**src/rtl/gzip_stream_sequencer.sv**
```systemverilog
// Drives the word_merge64 bit packer for one GZIP member at a time: header, fixed-Huffman
// block header, encoder codes, end-of-block, byte-alignment padding and CRC32/ISIZE trailer.
module gzip_stream_sequencer #(
    parameter int          CODE_W  = 32,
    parameter logic [7:0]  OS_BYTE = 8'hFF
) (
    input  logic              clock,
    input  logic              reset,
    input  logic              start,
    output logic              busy,
    output logic              done,
    input  logic              code_valid,
    output logic              code_ready,
    input  logic [CODE_W-1:0] code_data,
    input  logic [5:0]        code_size,
    input  logic              code_last,
    input  logic              trl_valid,
    output logic              trl_ready,
    input  logic [31:0]       trl_crc,
    input  logic [31:0]       trl_isize,
    output logic              m_valid,
    output logic              m_last,
    output logic [6:0]        m_size,
    output logic [63:0]       m_data
);

    typedef enum logic [2:0] {
        S_IDLE,
        S_HDR0,
        S_HDR1,
        S_BHDR,
        S_CODE,
        S_EOB,
        S_PAD,
        S_TRL
    } state_t;

    localparam logic [63:0] HDR0_WORD = 64'h0000_0000_0008_8B1F;

    state_t      state_q, state_d;
    logic [2:0]  phase_q, phase_d;
    logic        busy_q, busy_d;
    logic        done_q, done_d;
    logic        m_valid_q, m_valid_d;
    logic        m_last_q, m_last_d;
    logic [6:0]  m_size_q, m_size_d;
    logic [63:0] m_data_q, m_data_d;

    logic [63:0] code_ext;
    logic [63:0] code_mask;
    logic [2:0]  pad_bits;

    // Bits at or above code_size are don't-care on the encoder bus; the packer needs zeros there.
    assign code_ext  = 64'(code_data);
    assign code_mask = (64'd1 << code_size) - 64'd1;
    assign pad_bits  = 3'd0 - phase_q;

    always_comb begin
        state_d   = state_q;
        phase_d   = phase_q;
        busy_d    = (state_q != S_IDLE);
        done_d    = 1'b0;
        m_valid_d = 1'b0;
        m_last_d  = 1'b0;
        m_size_d  = 7'd0;
        m_data_d  = 64'd0;

        case (state_q)
            S_IDLE: begin
                if (start) begin
                    state_d = S_HDR0;
                    busy_d  = 1'b1;
                end
            end
            S_HDR0: begin
                m_valid_d = 1'b1;
                m_size_d  = 7'd64;
                m_data_d  = HDR0_WORD;
                state_d   = S_HDR1;
            end
            S_HDR1: begin
                m_valid_d = 1'b1;
                m_size_d  = 7'd16;
                m_data_d  = {48'd0, OS_BYTE, 8'h00};
                state_d   = S_BHDR;
            end
            S_BHDR: begin
                m_valid_d = 1'b1;
                m_size_d  = 7'd3;
                m_data_d  = 64'd3;
                state_d   = S_CODE;
            end
            S_CODE: begin
                if (code_valid) begin
                    // Zero-length codes are consumed silently; the packer requires size >= 1.
                    if (code_size != 6'd0) begin
                        m_valid_d = 1'b1;
                        m_size_d  = {1'b0, code_size};
                        m_data_d  = code_ext & code_mask;
                    end
                    if (code_last) begin
                        state_d = S_EOB;
                    end
                end
            end
            S_EOB: begin
                m_valid_d = 1'b1;
                m_size_d  = 7'd7;
                m_data_d  = 64'd0;
                state_d   = S_PAD;
            end
            S_PAD: begin
                if (pad_bits != 3'd0) begin
                    m_valid_d = 1'b1;
                    m_size_d  = {4'd0, pad_bits};
                    m_data_d  = 64'd0;
                end
                state_d = S_TRL;
            end
            S_TRL: begin
                if (trl_valid) begin
                    m_valid_d = 1'b1;
                    m_last_d  = 1'b1;
                    m_size_d  = 7'd64;
                    m_data_d  = {trl_isize, trl_crc};
                    done_d    = 1'b1;
                    state_d   = S_IDLE;
                end
            end
            default: begin
                state_d = S_IDLE;
            end
        endcase

        // A 64-bit beat leaves the phase unchanged, so only the low three size bits matter.
        if (m_valid_d) begin
            phase_d = phase_q + m_size_d[2:0];
        end
    end

    always_ff @(posedge clock) begin
        if (reset) begin
            state_q   <= S_IDLE;
            phase_q   <= 3'd0;
            busy_q    <= 1'b0;
            done_q    <= 1'b0;
            m_valid_q <= 1'b0;
            m_last_q  <= 1'b0;
            m_size_q  <= 7'd0;
            m_data_q  <= 64'd0;
        end else begin
            state_q   <= state_d;
            phase_q   <= phase_d;
            busy_q    <= busy_d;
            done_q    <= done_d;
            m_valid_q <= m_valid_d;
            m_last_q  <= m_last_d;
            m_size_q  <= m_size_d;
            m_data_q  <= m_data_d;
        end
    end

    assign code_ready = (state_q == S_CODE);
    assign trl_ready  = (state_q == S_TRL);
    assign busy       = busy_q;
    assign done       = done_q;
    assign m_valid    = m_valid_q;
    assign m_last     = m_last_q;
    assign m_size     = m_size_q;
    assign m_data     = m_data_q;

endmodule

```
**config.mk**
```make
export PLATFORM = sky130hd
export DESIGN_NAME = gzip_stream_sequencer
export DESIGN_NICKNAME = d
export VERILOG_FILES = /design/src/rtl/gzip_stream_sequencer.sv
export SDC_FILE = /design/constraint.sdc
export NUM_CORES = 1
export LEC_CHECK = 0
export BUFFER_PORTS_ARGS = -buffer_cell sky130_fd_sc_hd__buf_2
export CAP_MARGIN = 5
export CELL_PAD_IN_SITES_DETAIL_PLACEMENT = 1
export CELL_PAD_IN_SITES_GLOBAL_PLACEMENT = 2
export CORE_MARGIN = 2
export CORE_UTILIZATION = 22
export DETAILED_ROUTE_END_ITERATION = 10
export GPL_TIMING_DRIVEN = 0
export PLACE_DENSITY_LB_ADDON = 0.1
export SYNTH_ARGS = -nofsm -noshare
export SYNTH_HDL_FRONTEND = slang
export SYNTH_SLANG_ARGS = --single-unit
```
**constraint.sdc**
```tcl
create_clock -name clock -period 2.8 [get_ports clock]
set_input_delay 0.42 -clock clock [delete_from_list [all_inputs] [get_ports clock]]
set_output_delay 0.42 -clock clock [all_outputs]
set_load 0.005 [all_outputs]
```
==> results of run 1 <==
-- state kept, by name, summed over array words and instances (netlist names) --
signal / count
phase_q: 3
busy: 1
m_valid: 1
state_q: 3
m_last: 1
m_size: 7
m_data: 64
-- critical path, stage by stage (launching register included) --
cell	delay [ps]
dfxtp_4	390
buf_6	150
nor2b_4	200
a32oi_1	120
o21ai_1	180
ha_2	210
inv_2	40
fa_2	370
or3b_4	410
o22ai_2	180
a211oi_2	60
mux2_4	300
-- metrics by stage --
| stage | instance area, sq um | std cells | total power [mW] |
|---|---|---|---|
| detailed placement | 4850 | 816 | 1.82 |
| finish | 5260 | 839 | 3.10 |
| global route | 5260 | 838 | 3.26 |
| global placement | 4850 | 816 | 1.81 |
| CTS | 5190 | 833 | 3.12 |
| floorplan | 3650 | 412 | 1.56 |
-- cells by family (layout without fill, tap and decap cells) --
kind of cell,after synthesis,count (layout),share of synthesized area [%]
muxes,1,1,0.411
AOI/OAI and AO/OA,123,123,24.0
adders and majority gates,5,5,1.92
other,0,2,0
xor gates and xnor gates,1,1,0.240
DFF,80,80,43.8
and+or+nand+nor,152,152,23.2
buffers and inverters,50,255,6.47
-- report_power, final --
part           internal, mW  total [mW]  switching (mW)
Combinational         0.260       0.619           0.359
Sequential             1.19        1.21          0.0202
Clock                 0.730        1.27           0.539
-- metal layers --
layer / track usage (%) / vias up / wire, um
li1: - / 1906 / -
met1: 23.2 / 1824 / 7240
met2: 27.6 / 155 / 6860
met3: 5.75 / 18 / 1240
met4: 5.26 / 2 / 246
met5: 0 / - / 13
-- layout make-up --
type / instances / share of cell area [%]
inverter: 11 / 0.785
clock inverter: 6 / 1.45
timing repair buffer: 189 / 18.2
buffer: 39 / 3.83
clock buffer: 10 / 4.54
multi-input combinational: 282 / 35.3
antenna: 2 / 0.0952
sequential: 80 / 30.6
tap: 220 / 5.23
-- final timing paths --
kind | slack, ps | start | to
max reg2reg | 80 | state_q[1]$_SDFFE_PP0P_ | phase_q[2]$_SDFFE_PP0P_
max | 80 | state_q[1]$_SDFFE_PP0P_ | phase_q[2]$_SDFFE_PP0P_
min reg2reg | 520 | phase_q[1]$_SDFFE_PP0P_ | phase_q[1]$_SDFFE_PP0P_
min | 280 | trl_crc[18] | m_data[18]$_SDFF_PP0_
-- repair_timing --
action,in CTS,in global routing
buffers inserted,1,4
gates resized for setup,8,12
hold endpoints to repair,0,0
setup endpoints to repair,1,1
pin swaps,1,7
-- placed cells by master (no fill, tap or decap), drive strengths merged, types with 10 or more instances in the layout --
master / instances
nand2: 31
nor3: 10
a21oi: 27
dfxtp: 80
clkbuf: 20
inv: 13
and3: 37
nor2: 31
buf: 218
o21ai: 18
a21o: 10
==> out/metrics.cfg, run 1 <==
[status]
status=finished clean

[cts]
root_buffer=clkbuf_16
clk_latency_ps=350
cts_hold_buf=0
clock_sinks=80
cts_buffers=9
clock_path_buffers=2
path_clk_slew_ps=60
cts_tree=yes
htree_levels=3

[timing]
worst_slew_pin_slew_ps=610
finalCritPeriodShare_pct=97.2
setup_tns_ps=0
hold_violations=0
setup-violations-final=0
holdWs_ps=280
drv_slew=0
max-slew-margin-rel_pct=59.2
period_needed_ps=2720
skew_ps=8.88
fmax_ghz=0.368
worst_slack_ps=79.5

[finish]
multi_input_area_sq_um=1850
nNetsFinal=725
post-route-util_pct=32.1
area_growth_pct=43.9
seq_area_sq_um=1610
drive_above_1_share_pct=42.3
fillCellCount=1991

[floorplan]
rows=47
fp.dieH_um=133
io_pins=185
die_w_um=133
die_area_sq_um=17700
start_util_pct=22.3
core_area_sq_um=16400

[synth]
synth_commonest_cells=dfxtp_1, and3_1, nand2_1
synth.avg_cell_area_sq_um=8.87
ys_ff_latch=80
synth_most_common_cell=dfxtp_1
yosysTopAreaCellShare_pct=43.8
synthArstFlopShare_pct=0
yosys-top-cells-area=dfxtp_1, and3_1, a21oi_1, buf_2, nand2_1
ys_seq_area_share_pct=43.8
synthCells=412
synthesis.nets=525
synth_area_sq_um=3650
yosys_warnings=0
synth_cell_type_count=62
synth_top_flop_cell=dfxtp_1
yosysTopAreaCell=dfxtp_1
synth_edf_count=0

[min_path]
min_path_cells=2
min_path_type=in2reg

[place]
portBuffers=184
gp_congestion=0.845
hpwl_um=12000
post-place-ws_ps=-339

[global_route]
grt_max_degree=16
grt-ovfl-total=0
antenna_found_initial=4
grtUsageTotal_pct=17.6
grt_pass1_vias=4116
grt_first_pass_wirelength_um=23900

[route]
via_count=3905
drtPass1Iterations=4
drtIter0Drc=134
drc=0
drt.antenna.violating_nets=0
wl_per_cell_um=18.6
wirelength_um=15600
vias_per_cell=4.65

[critical_path]
arrival_ps=2950
startpoint_type=flop
rr_worst_depth=11
path_class=reg2reg
cp.required_ps=3030
critPathCaptureType=flop
cp_max_fo=10

[power]
leakage_nw=2.54
powerDensity_nw_per_um2=589
ir_worst_vdd_mv=0.291

[flow_run]
cap_viol_max_count=0

Power figures use the tool's default switching activity.
==> run 2, diff against run 1 <==
--- a/config.mk
+++ b/config.mk
@@ -5,12 +5,13 @@
 export SDC_FILE = /design/constraint.sdc
 export NUM_CORES = 1
 export LEC_CHECK = 0
+export ABC_AREA = 1
 export BUFFER_PORTS_ARGS = -buffer_cell sky130_fd_sc_hd__buf_2
 export CAP_MARGIN = 5
 export CELL_PAD_IN_SITES_DETAIL_PLACEMENT = 1
 export CELL_PAD_IN_SITES_GLOBAL_PLACEMENT = 2
 export CORE_MARGIN = 2
-export CORE_UTILIZATION = 22
+export CORE_UTILIZATION = 23
 export DETAILED_ROUTE_END_ITERATION = 10
 export GPL_TIMING_DRIVEN = 0
 export PLACE_DENSITY_LB_ADDON = 0.1
==> run 2 against run 1 <==
- synthesized cell count grew 31%
- sequential share of layout area fell by 2.3 points
- fmax is 5.2% higher
- cell count grew 15%
==> out/metrics.cfg, run 2 <==
[cts]
clock_path_buffers=2  ; unchanged
cts_tree=yes
root_buffer=clkbuf_16
post_cts_buffers=0  ; -1
clock_sinks=80  ; unchanged
clk_latency_ps=340  ; about the same
path_clk_slew_ps=60  ; about the same
cts_hold_buf=0  ; unchanged
htree_levels=3  ; unchanged
cts_buffers=9  ; unchanged

[critical_path]
path_class=reg2reg
startpoint_type=flop
arrival_ps=2820  ; -130 ps
cp.required_ps=3030  ; about the same
cp_max_fo=19  ; +9
critPathCaptureType=flop

[synth]
yosysTopAreaCellShare_pct=38.4  ; -5.4 points
synth_edf_count=0  ; unchanged
synth_most_common_cell=nand2_1
yosys_warnings=0  ; unchanged
synth_area_sq_um=4170  ; +14%
synth_commonest_cells=nand2_1, dfxtp_1, a21oi_1
yosysTopAreaCell=dfxtp_1
synth_top_flop_cell=dfxtp_1
synthArstFlopShare_pct=0  ; unchanged
yosys-top-cells-area=dfxtp_1, nand2_1, nor3b_1, a21oi_1, nor2_4
synth.avg_cell_area_sq_um=7.70  ; -13%
synthesis.nets=654  ; +25%
ys_ff_latch=80  ; unchanged
ys_seq_area_share_pct=38.4  ; -5.4 points
synthCells=541  ; +31%
synth_cell_type_count=41  ; -34%

[finish]
final-instance-count-excl-fill=965  ; +15%
area_growth_pct=35.7
stdcell_area_sq_um=5660  ; +7.6%
drive_above_1_share_pct=38.2  ; -4.1 points
layout_common_cells=buf_2, nand2_1, dfxtp_1
nNetsFinal=843  ; +16%
layout_commonest_cell=buf_2
largest_reg_flops=64  ; unchanged

[route]
drtIter0Drc=125  ; -6.7%
drc=0  ; unchanged
drtPass1Iterations=4  ; unchanged
wirelength_um=16900  ; +8.2%
vias_per_cell=4.51  ; -3.2%
via_count=4349  ; +11%
wl_per_cell_um=17.5  ; -5.9%
drt.antenna.violating_nets=0  ; unchanged

[status]
status=finished clean

[global_route]
grt_max_degree=20  ; +4
grt_first_pass_wirelength_um=26100  ; +8.9%
grt_pass1_vias=4631  ; +13%
grtUsageTotal_pct=17.6  ; -0.066 points
grt-ovfl-total=0  ; unchanged
antenna_found_initial=1  ; -3

[place]
hpwl_um=14400  ; +20%
dpl-instance-area_sq_um=5350  ; +10%
place_inst=949  ; +16%
gp_congestion=0.852  ; +0.89%
portBuffers=179  ; -2.7%

[power]
seqPwrFrac_pct=41.3  ; +2.3 points
p_clk_share_pct=41.4  ; +0.4 points
p_int_mw=2.07  ; -4.9%
p_sw_uw=823  ; -10%
powerDensity_nw_per_um2=511  ; -13%
power.total_mw=2.89  ; -6.5%
ir_worst_vdd_mv=0.244  ; -16%
sw_frac_of_total_pct=28.5  ; -1.2 points
leakage_nw=2.82  ; +11%
power_frac_comb_pct=17.3  ; -2.7 points

[min_path]
min_path_type=in2reg

[timing]
max-slew-margin-rel_pct=53.3  ; -5.9 points
worst_slew_pin_slew_ps=697  ; +87.5 ps
period_needed_ps=2580  ; -136 ps
finalCritPeriodShare_pct=92.3  ; -4.8 points
rsz0062_at_grt=false
drv_slew=0  ; unchanged
hold_violations=0  ; unchanged
fmax_ghz=0.387  ; +5.2%
setup-violations-final=0  ; unchanged
skew_ps=5.36  ; -3.52 ps

[floorplan]
io_pins=185  ; unchanged
start_util_pct=23.4  ; +1.1 points
fp.dieH_um=139  ; +4.3%
rows=49  ; +4.3%
die_area_sq_um=19200  ; +8.8%
core_area_sq_um=17800  ; +8.7%
die_w_um=139  ; +4.3%

[flow_run]
cap_viol_max_count=0  ; unchanged

-- run 2: changes by cell type after synthesis, moves of 17 or more --
cell / before / now
nand4_1: 1 / 19
inv_1: 11 / 43
nand3_1: 7 / 28
nor3b_1: 0 / 34
nand2_1: 31 / 99
buf_2: 24 / 7
and3_1: 37 / 0
a21oi_1: 27 / 48
-- run 2: area by class of cell --
cell class	count	area, sq um
Fill cell	2231	12200
Multi-Input combinational cell	382	2200
Sequential cell	80	1600
Timing Repair Buffer	179	896
Tap cell	229	287
Clock buffer	9	225
Inverter	51	191
Buffer	27	169
Clock inverter	7	80.1
Antenna cell	1	2.50
-- run 2: final timing paths --
path | startpoint | slack [ps] | cells after the start | to
max | state_q[0]$_SDFFE_PP0P_ | 220 | 16 | phase_q[2]$_SDFFE_PP0P_
min | trl_crc[5] | 320 | 3 | m_data[5]$_SDFF_PP0_
max reg2reg | state_q[0]$_SDFFE_PP0P_ | 220 | 16 | phase_q[2]$_SDFFE_PP0P_
min reg2reg | phase_q[0]$_SDFFE_PP0P_ | 510 | 2 | phase_q[0]$_SDFFE_PP0P_
-- run 2: power groups by stage --
stage | combinational (mW) | clock, mW | sequential, mW
4_1_cts | 0.511 | 1.24 | 1.19
6_report | 0.500 | 1.20 | 1.19
2_1_floorplan | 0.291 | 0 | 1.22
3_3_place_gp | 0.502 | 0 | 1.22
3_5_place_dp | 0.509 | 0 | 1.22
5_1_grt | 0.562 | 1.28 | 1.20
-- run 2: stage by stage --
| stage | hold WS (ps) | TNS (ps) | utilization [%] | setup WS (ps) |
|---|---|---|---|---|
| after CTS | 300 | 0 | 31.7 | 124 |
| after global routing | 322 | 0 | 31.7 | 9.50 |
| after floorplan | 456 | 0 | - | 307 |
| final | 317 | 0 | 31.7 | 215 |
| after global placement | 482 | -81.6 | 30.0 | -81.6 |
| after detailed placement | 504 | -168 | 30.0 | -156 |
-- run 2: what timing repair did --
action	in CTS	in global routing
gates resized for setup	0	1
pin swaps	0	0
setup endpoints to repair	1	1
hold endpoints to repair	0	0
-- run 2: cell families after synthesis --
family | after synthesis | share of synthesized area (%)
buffers and inverters | 79 | 8.68
flip-flops | 80 | 38.4
adder cells (fa/ha/maj) | 5 | 1.68
AO/OA/AOI/OAI | 66 | 8.74
AND/OR/NAND/NOR | 305 | 41.2
XOR/XNOR | 6 | 1.26
-- run 2: critical path, stage by stage (launching register included) --
cell,delay [ps]
dfxtp_1,300
buf_4,160
nor2_4,130
nand2_2,80
nor2_4,140
inv_2,80
nor2_1,170
buf_6,230
nand2_1,100
nand3_1,90
ha_1,150
inv_1,50
fa_1,380
xnor2_1,170
nand2_1,90
o21ai_1,120
a21oi_1,60
-- run 2: metal layers --
| metal | routed length [um] | part of all wire [%] | up-vias | GRT usage, % |
|---|---|---|---|---|
| met2 | 8520 | 50 | 118 | 31.3 |
| li1 | - | - | 2161 | - |
| met5 | 0 | 0 | - | 0 |
| met1 | 7280 | 43 | 2053 | 21.3 |
| met3 | 768 | 4.5 | 17 | 3.73 |
| met4 | 310 | 1.8 | 0 | 5.53 |
